`config.mk`:
```
export PLATFORM = sky130hd
export DESIGN_NAME = load_store_unit
export DESIGN_NICKNAME = d
export VERILOG_FILES = /design/src/rtl/load_store_unit.sv
export SDC_FILE = /design/constraint.sdc
export NUM_CORES = 1
export LEC_CHECK = 0
export BUFFER_PORTS_ARGS = -buffer_cell sky130_fd_sc_hd__buf_4
export CAP_MARGIN = 40
export CELL_PAD_IN_SITES_DETAIL_PLACEMENT = 1
export CELL_PAD_IN_SITES_GLOBAL_PLACEMENT = 1
export CORE_MARGIN = 5
export CORE_UTILIZATION = 39
export CTS_BUF_LIST = sky130_fd_sc_hd__clkbuf_16
export DETAILED_ROUTE_END_ITERATION = 8
export PLACE_DENSITY = 0.85
export SLEW_MARGIN = 20
export SYNTH_ARGS = -nofsm -noshare
export SYNTH_HDL_FRONTEND = slang
export SYNTH_SLANG_ARGS = --single-unit
export TNS_END_PERCENT = 1
```
`constraint.sdc`:
```
create_clock -name clk -period 2.2 [get_ports clk]
set_input_delay 0.22 -clock clk [delete_from_list [all_inputs] [get_ports clk]]
set_output_delay 0.22 -clock clk [all_outputs]
set_load 0.02 [all_outputs]
```
`src/rtl/load_store_unit.sv`:
```
// Load/store unit: one-outstanding-op bridge between the core, a req/gnt/rvalid
// memory port and the register-file write port.
module load_store_unit #(
  parameter int unsigned MEM_TIMEOUT = 255
) (
  input  logic        clk,
  input  logic        rst,
  input  logic        op_valid,
  output logic        op_ready,
  input  logic        op_load,
  input  logic [2:0]  op_funct3,
  input  logic [31:0] op_addr,
  input  logic [31:0] op_wdata,
  input  logic [4:0]  op_rd,
  output logic        mem_req,
  output logic        mem_we,
  output logic [3:0]  mem_be,
  output logic [31:0] mem_addr,
  output logic [31:0] mem_wdata,
  input  logic        mem_gnt,
  input  logic        mem_rvalid,
  input  logic [31:0] mem_rdata,
  output logic [4:0]  wb_A3,
  output logic [31:0] wb_WD3,
  output logic [2:0]  wb_WE3,
  output logic        err
);

  localparam int unsigned CNT_W = 8;

  typedef enum logic [1:0] {IDLE, REQ, WAIT_R, WB} state_t;

  state_t           state, state_nx;
  logic [CNT_W-1:0] cnt_q, cnt_nx;
  logic             ld_q, bad_q;
  logic [2:0]       f3_q;
  logic [1:0]       ofs_q;
  logic [4:0]       rd_q;

  logic             accept, rcap, mem_req_nx, err_nx;
  logic [2:0]       wb_we_nx, mode;
  logic             bad_in;
  logic [3:0]       be_in;
  logic [31:0]      wd_in;

  // Illegal width codes and misaligned halfword/word accesses
  always_comb begin
    unique case (op_funct3)
      3'b000, 3'b100: bad_in = 1'b0;
      3'b001, 3'b101: bad_in = op_addr[0];
      3'b010:         bad_in = |op_addr[1:0];
      default:        bad_in = 1'b1;
    endcase
  end

  // Store byte lanes and replicated data; loads always read the whole word
  always_comb begin
    be_in = 4'b1111;
    wd_in = op_wdata;
    if (!op_load) begin
      unique case (op_funct3[1:0])
        2'b00: begin
          be_in = 4'b0001 << op_addr[1:0];
          wd_in = {4{op_wdata[7:0]}};
        end
        2'b01: begin
          be_in = 4'b0011 << op_addr[1:0];
          wd_in = {2{op_wdata[15:0]}};
        end
        default: ;
      endcase
    end
  end

  // Register-file write mode for the captured load width
  always_comb begin
    unique case (f3_q)
      3'b000:  mode = 3'b010;
      3'b001:  mode = 3'b011;
      3'b010:  mode = 3'b001;
      3'b100:  mode = 3'b100;
      3'b101:  mode = 3'b101;
      default: mode = 3'b000;
    endcase
  end

  // Next-state and next-output logic
  always_comb begin
    state_nx   = state;
    mem_req_nx = 1'b0;
    err_nx     = 1'b0;
    wb_we_nx   = 3'b000;
    cnt_nx     = '0;
    accept     = 1'b0;
    rcap       = 1'b0;
    unique case (state)
      IDLE: begin
        if (op_valid) begin
          accept     = 1'b1;
          state_nx   = REQ;
          mem_req_nx = !bad_in;
          err_nx     = bad_in;
        end
      end
      REQ: begin
        if (bad_q) begin
          state_nx = IDLE;
        end else if (mem_gnt) begin
          state_nx = ld_q ? WAIT_R : IDLE;
        end else begin
          mem_req_nx = 1'b1;
        end
      end
      WAIT_R: begin
        if (mem_rvalid) begin
          rcap     = 1'b1;
          state_nx = WB;
          wb_we_nx = (rd_q == 5'd0) ? 3'b000 : mode;
        end else if (cnt_q == CNT_W'(MEM_TIMEOUT - 1)) begin
          state_nx = IDLE;
          err_nx   = 1'b1;
        end else begin
          cnt_nx = cnt_q + CNT_W'(1);
        end
      end
      WB: state_nx = IDLE;
      default: state_nx = IDLE;
    endcase
  end

  // State, captured operation and registered outputs
  always_ff @(posedge clk or negedge rst) begin
    if (!rst) begin
      state     <= IDLE;
      cnt_q     <= '0;
      ld_q      <= 1'b0;
      bad_q     <= 1'b0;
      f3_q      <= 3'b000;
      ofs_q     <= 2'b00;
      rd_q      <= 5'd0;
      op_ready  <= 1'b1;
      mem_req   <= 1'b0;
      mem_we    <= 1'b0;
      mem_be    <= 4'b0000;
      mem_addr  <= 32'd0;
      mem_wdata <= 32'd0;
      wb_A3     <= 5'd0;
      wb_WD3    <= 32'd0;
      wb_WE3    <= 3'b000;
      err       <= 1'b0;
    end else begin
      state    <= state_nx;
      cnt_q    <= cnt_nx;
      op_ready <= (state_nx == IDLE);
      mem_req  <= mem_req_nx;
      wb_WE3   <= wb_we_nx;
      err      <= err_nx;
      if (accept) begin
        ld_q      <= op_load;
        bad_q     <= bad_in;
        f3_q      <= op_funct3;
        ofs_q     <= op_addr[1:0];
        rd_q      <= op_rd;
        mem_we    <= !op_load;
        mem_be    <= be_in;
        mem_addr  <= {op_addr[31:2], 2'b00};
        mem_wdata <= wd_in;
      end
      if (rcap) begin
        wb_A3  <= rd_q;
        wb_WD3 <= mem_rdata >> {ofs_q, 3'b000};
      end
    end
  end

endmodule

```
==> results.toml <==
[status]
status = "complete, no violations"

[global_routing]
grt_overflow = 0
antenna_found_initial = 0
grt_usage_pct = 24.2
first_global_vias = 6247
grt_first_pass_wirelength_mm = 34.0
grt_max_degree = 58

[finish]
area_growth_pct = 46.7
fillers = 1624
multiInputGateArea_um2 = 2350
drive_above_1_share_pct = 31.2
finalNetCount = 964
seq_area_um2 = 3300

[critical_path]
critPathArrivalTime_ns = 1.98
required_ns = 2.51
worstPathMaxFanout = 37
cp_slowest_cell = "dfrtp_1"
crit_chain = "inv_1, nand3_4, buf_12, o21ai_0"
slowest_delay_ns = 0.46
worstSetupEndpointType = "register"
critPathLaunchType = "register"
path_class = "register to register"

[drt]
ant_nets = 0
detail_route.first_pass.iterations = 4
route.vias.total = 5465
route.detailed.drc = 0
drtIter0Drc = 217
drt_wl_total_mm = 21.0
avgRoutedWirePerCell_um = 20.0
viasPerCell = 5.20

[pwr]
p_switching_uw = 5060
internal_power_uw = 7560
leakage_uw = 0.00430
seqPwrFrac_pct = 33.5
vdd_ir_drop_max_mv = 0.777
swShare_pct = 40.1
power_frac_comb_pct = 43.6
p_per_area_nw_per_um2 = 1470
clkPwrFrac_pct = 22.9

[yosys]
ys_top_cells_by_count = "nand2_1, dfrtp_1, o21ai_0, mux2i_1, a21oi_1"
ys_warn_count = 0
synth_ff_type = "dfrtp_1"
ys_seq_elements = 132
syn-mean-instance-area_um2 = 9.56
yosysSeqAreaShare_pct = 56.6
netlist_instances = 611
netlist_area_um2 = 5840
synth_top_cell_by_area = "dfrtp_1"
synth_compound_area_share_pct = 10.2
synth_most_common_cell = "nand2_1"
synthArstFlopShare_pct = 100
synth.top_cell.area_share_pct = 56.1
synth_cell_type_count = 44
synth_mux_area_share_pct = 9.53
synthTopCellsByArea = "dfrtp_1, nand2_1, mux2i_1"
synth_edf_count = 0
synth_top_family_by_area = "simple AND/OR/NAND/NOR gates"
yosys.area_share.simple_pct = 19.2
synth_fa_ha_area_share_pct = 0.428
synth_xor_area_share_pct = 0.450

[floorplanning]
start_util_pct = 40.0
rows = 44
io_pins = 222
die-area_um2 = 17500
die_h_um = 132
die_x_um = 132
core-area_um2 = 14600

[sta]
fin_crit_sh_pct = 75.9
max_slew_margin_pct = 49.7
fin_worst_skew_ns = 0.00916
fin_setup_tns_ns = 0
hold_slack_ns = 0.0152
drv_slew = 0
min_period_ns = 1.67
finalSetupViolCount = 0
rsz0062_at_grt = "false"
max_slew.worst_pin.slew_ns = 0.754
hold_violations = 0
max_freq_ghz = 0.599

[placement]
io_buffers = 219
hpwl_mm = 14.4
gp_congestion = 0.891

[flow_run]
max-cap-violations = 0

[min_path]
min_path_type = "input pin to register"

[clocking]
cts_tree = "yes"
clock_latency_ns = 0.42
cts.htree.levels = 4
post_cts_buffers = 0
cts-buffers-inserted = 17
cts-root-buf = "clkbuf_16"
clockBufferDepth = 2
cts.clk_slew.worst_paths_ns = 0.06
post_cts_resize_count = 0
cts_sinks = 132
[cells by family (layout without fill, tap and decap cells)]
| family | Yosys count | after routing |
|---|---|---|
| multiplexers | 54 | 54 |
| XOR/XNOR | 3 | 3 |
| other | 1 | 3 |
| AO/OA/AOI/OAI | 106 | 106 |
| flip-flops | 132 | 132 |
| adder cells (fa/ha/maj) | 2 | 2 |
| AND/OR/NAND/NOR | 270 | 270 |
| buffers and inverters | 43 | 296 |
[state kept, by name (all words and copies together) (netlist names)]
name / flops
op_ready: 1
mem_be: 4
rd_q: 5
f3_q: 3
wb_A3: 5
err: 1
mem_we: 1
mem_req: 1
cnt_q: 8
ofs_q: 2
ld_q: 1
mem_addr: 30
mem_wdata: 32
wb_WD3: 32
bad_q: 1
state: 2
wb_WE3: 3
[cell type report]
type | instances | share of cell area (%)
well taps | 184 | 2.69
inverters | 5 | 0.219
multi-input cells | 437 | 27.4
flip-flops and latches | 132 | 38.6
repair buffers | 259 | 24.1
clock inverters | 15 | 2.00
diodes | 1 | 0.0292
clock buffers | 17 | 4.96
[power by group through the flow]
stage                     sequential [uW]  combinational [uW]  clock (uW)
after floorplan                      5200                1880           0
after global placement               4160                5210           0
after detailed placement             4220                5410           0
after CTS                            4210                5500        2930
after global routing                 4350                5970        3060
final                                4230                5500        2890
[timing repair]
| action | CTS | global route |
|---|---|---|
| endpoints found under the setup margin | 0 | 0 |
| hold buffers | 28 | 0 |
| endpoints found under the hold margin | 55 | 0 |
[critical path, delay by kind of cell (launching register included)]
kind	cells	cell delay (ns)
AO/OA/AOI/OAI	1	0.26
buffers and inverters	2	0.47
flip-flops	1	0.46
AND/OR/NAND/NOR	1	0.35
[placed cells by master, fill, tap and decap left out, drive strengths merged, types with 3 or more instances in the layout]
cell         Yosys  layout
nand3            4       4
o21ai           55      55
inv              5       7
mux2i           41      41
bufinv           0       4
nor3b            3       3
a211oi           8       8
clkbuf          10      17
dfrtp          131     131
nor2b           10      10
dlygate4sd3      0      28
clkinv           0       7
nor2            22      22
a21oi           25      25
o211ai           3       3
o31ai            8       8
mux2            13      13
nand2          217     217
buf             28     231
nand2b           3       3
[per-stage QoR]
stage	area, um2	setup WS [ns]	power, uW	util, %	std cells
2_1_floorplan	5840	0.843	7080	-	612
3_3_place_gp	7690	0.696	9360	52.7	989
3_5_place_dp	7690	0.582	9630	52.7	989
4_1_cts	8570	0.583	12600	58.7	1049
5_1_grt	8570	0.445	13400	58.7	1049
6_report	8570	0.531	12600	58.7	1050
[final timing paths]
path,cells after the start,start,slack [ns],to
min,3,op_rd[1],0.02,rd_q[1]
max reg2reg,4,state[0],0.53,mem_wdata[11]
max in group asynchronous,3,rst,1.23,mem_addr[8]
max,4,state[0],0.53,mem_wdata[11]
min in group asynchronous,2,rst,0.26,err
min reg2reg,2,mem_addr[19],0.48,mem_addr[19]
[metal layers]
metal,up-vias,global-route usage [%],part of all wire (%)
met4,0,8.88,2.7
met3,45,9.12,8.0
met2,203,41.1,50
met5,-,0,0
li1,2509,-,-
met1,2708,27.9,39
(Power assumes the default switching activity.)
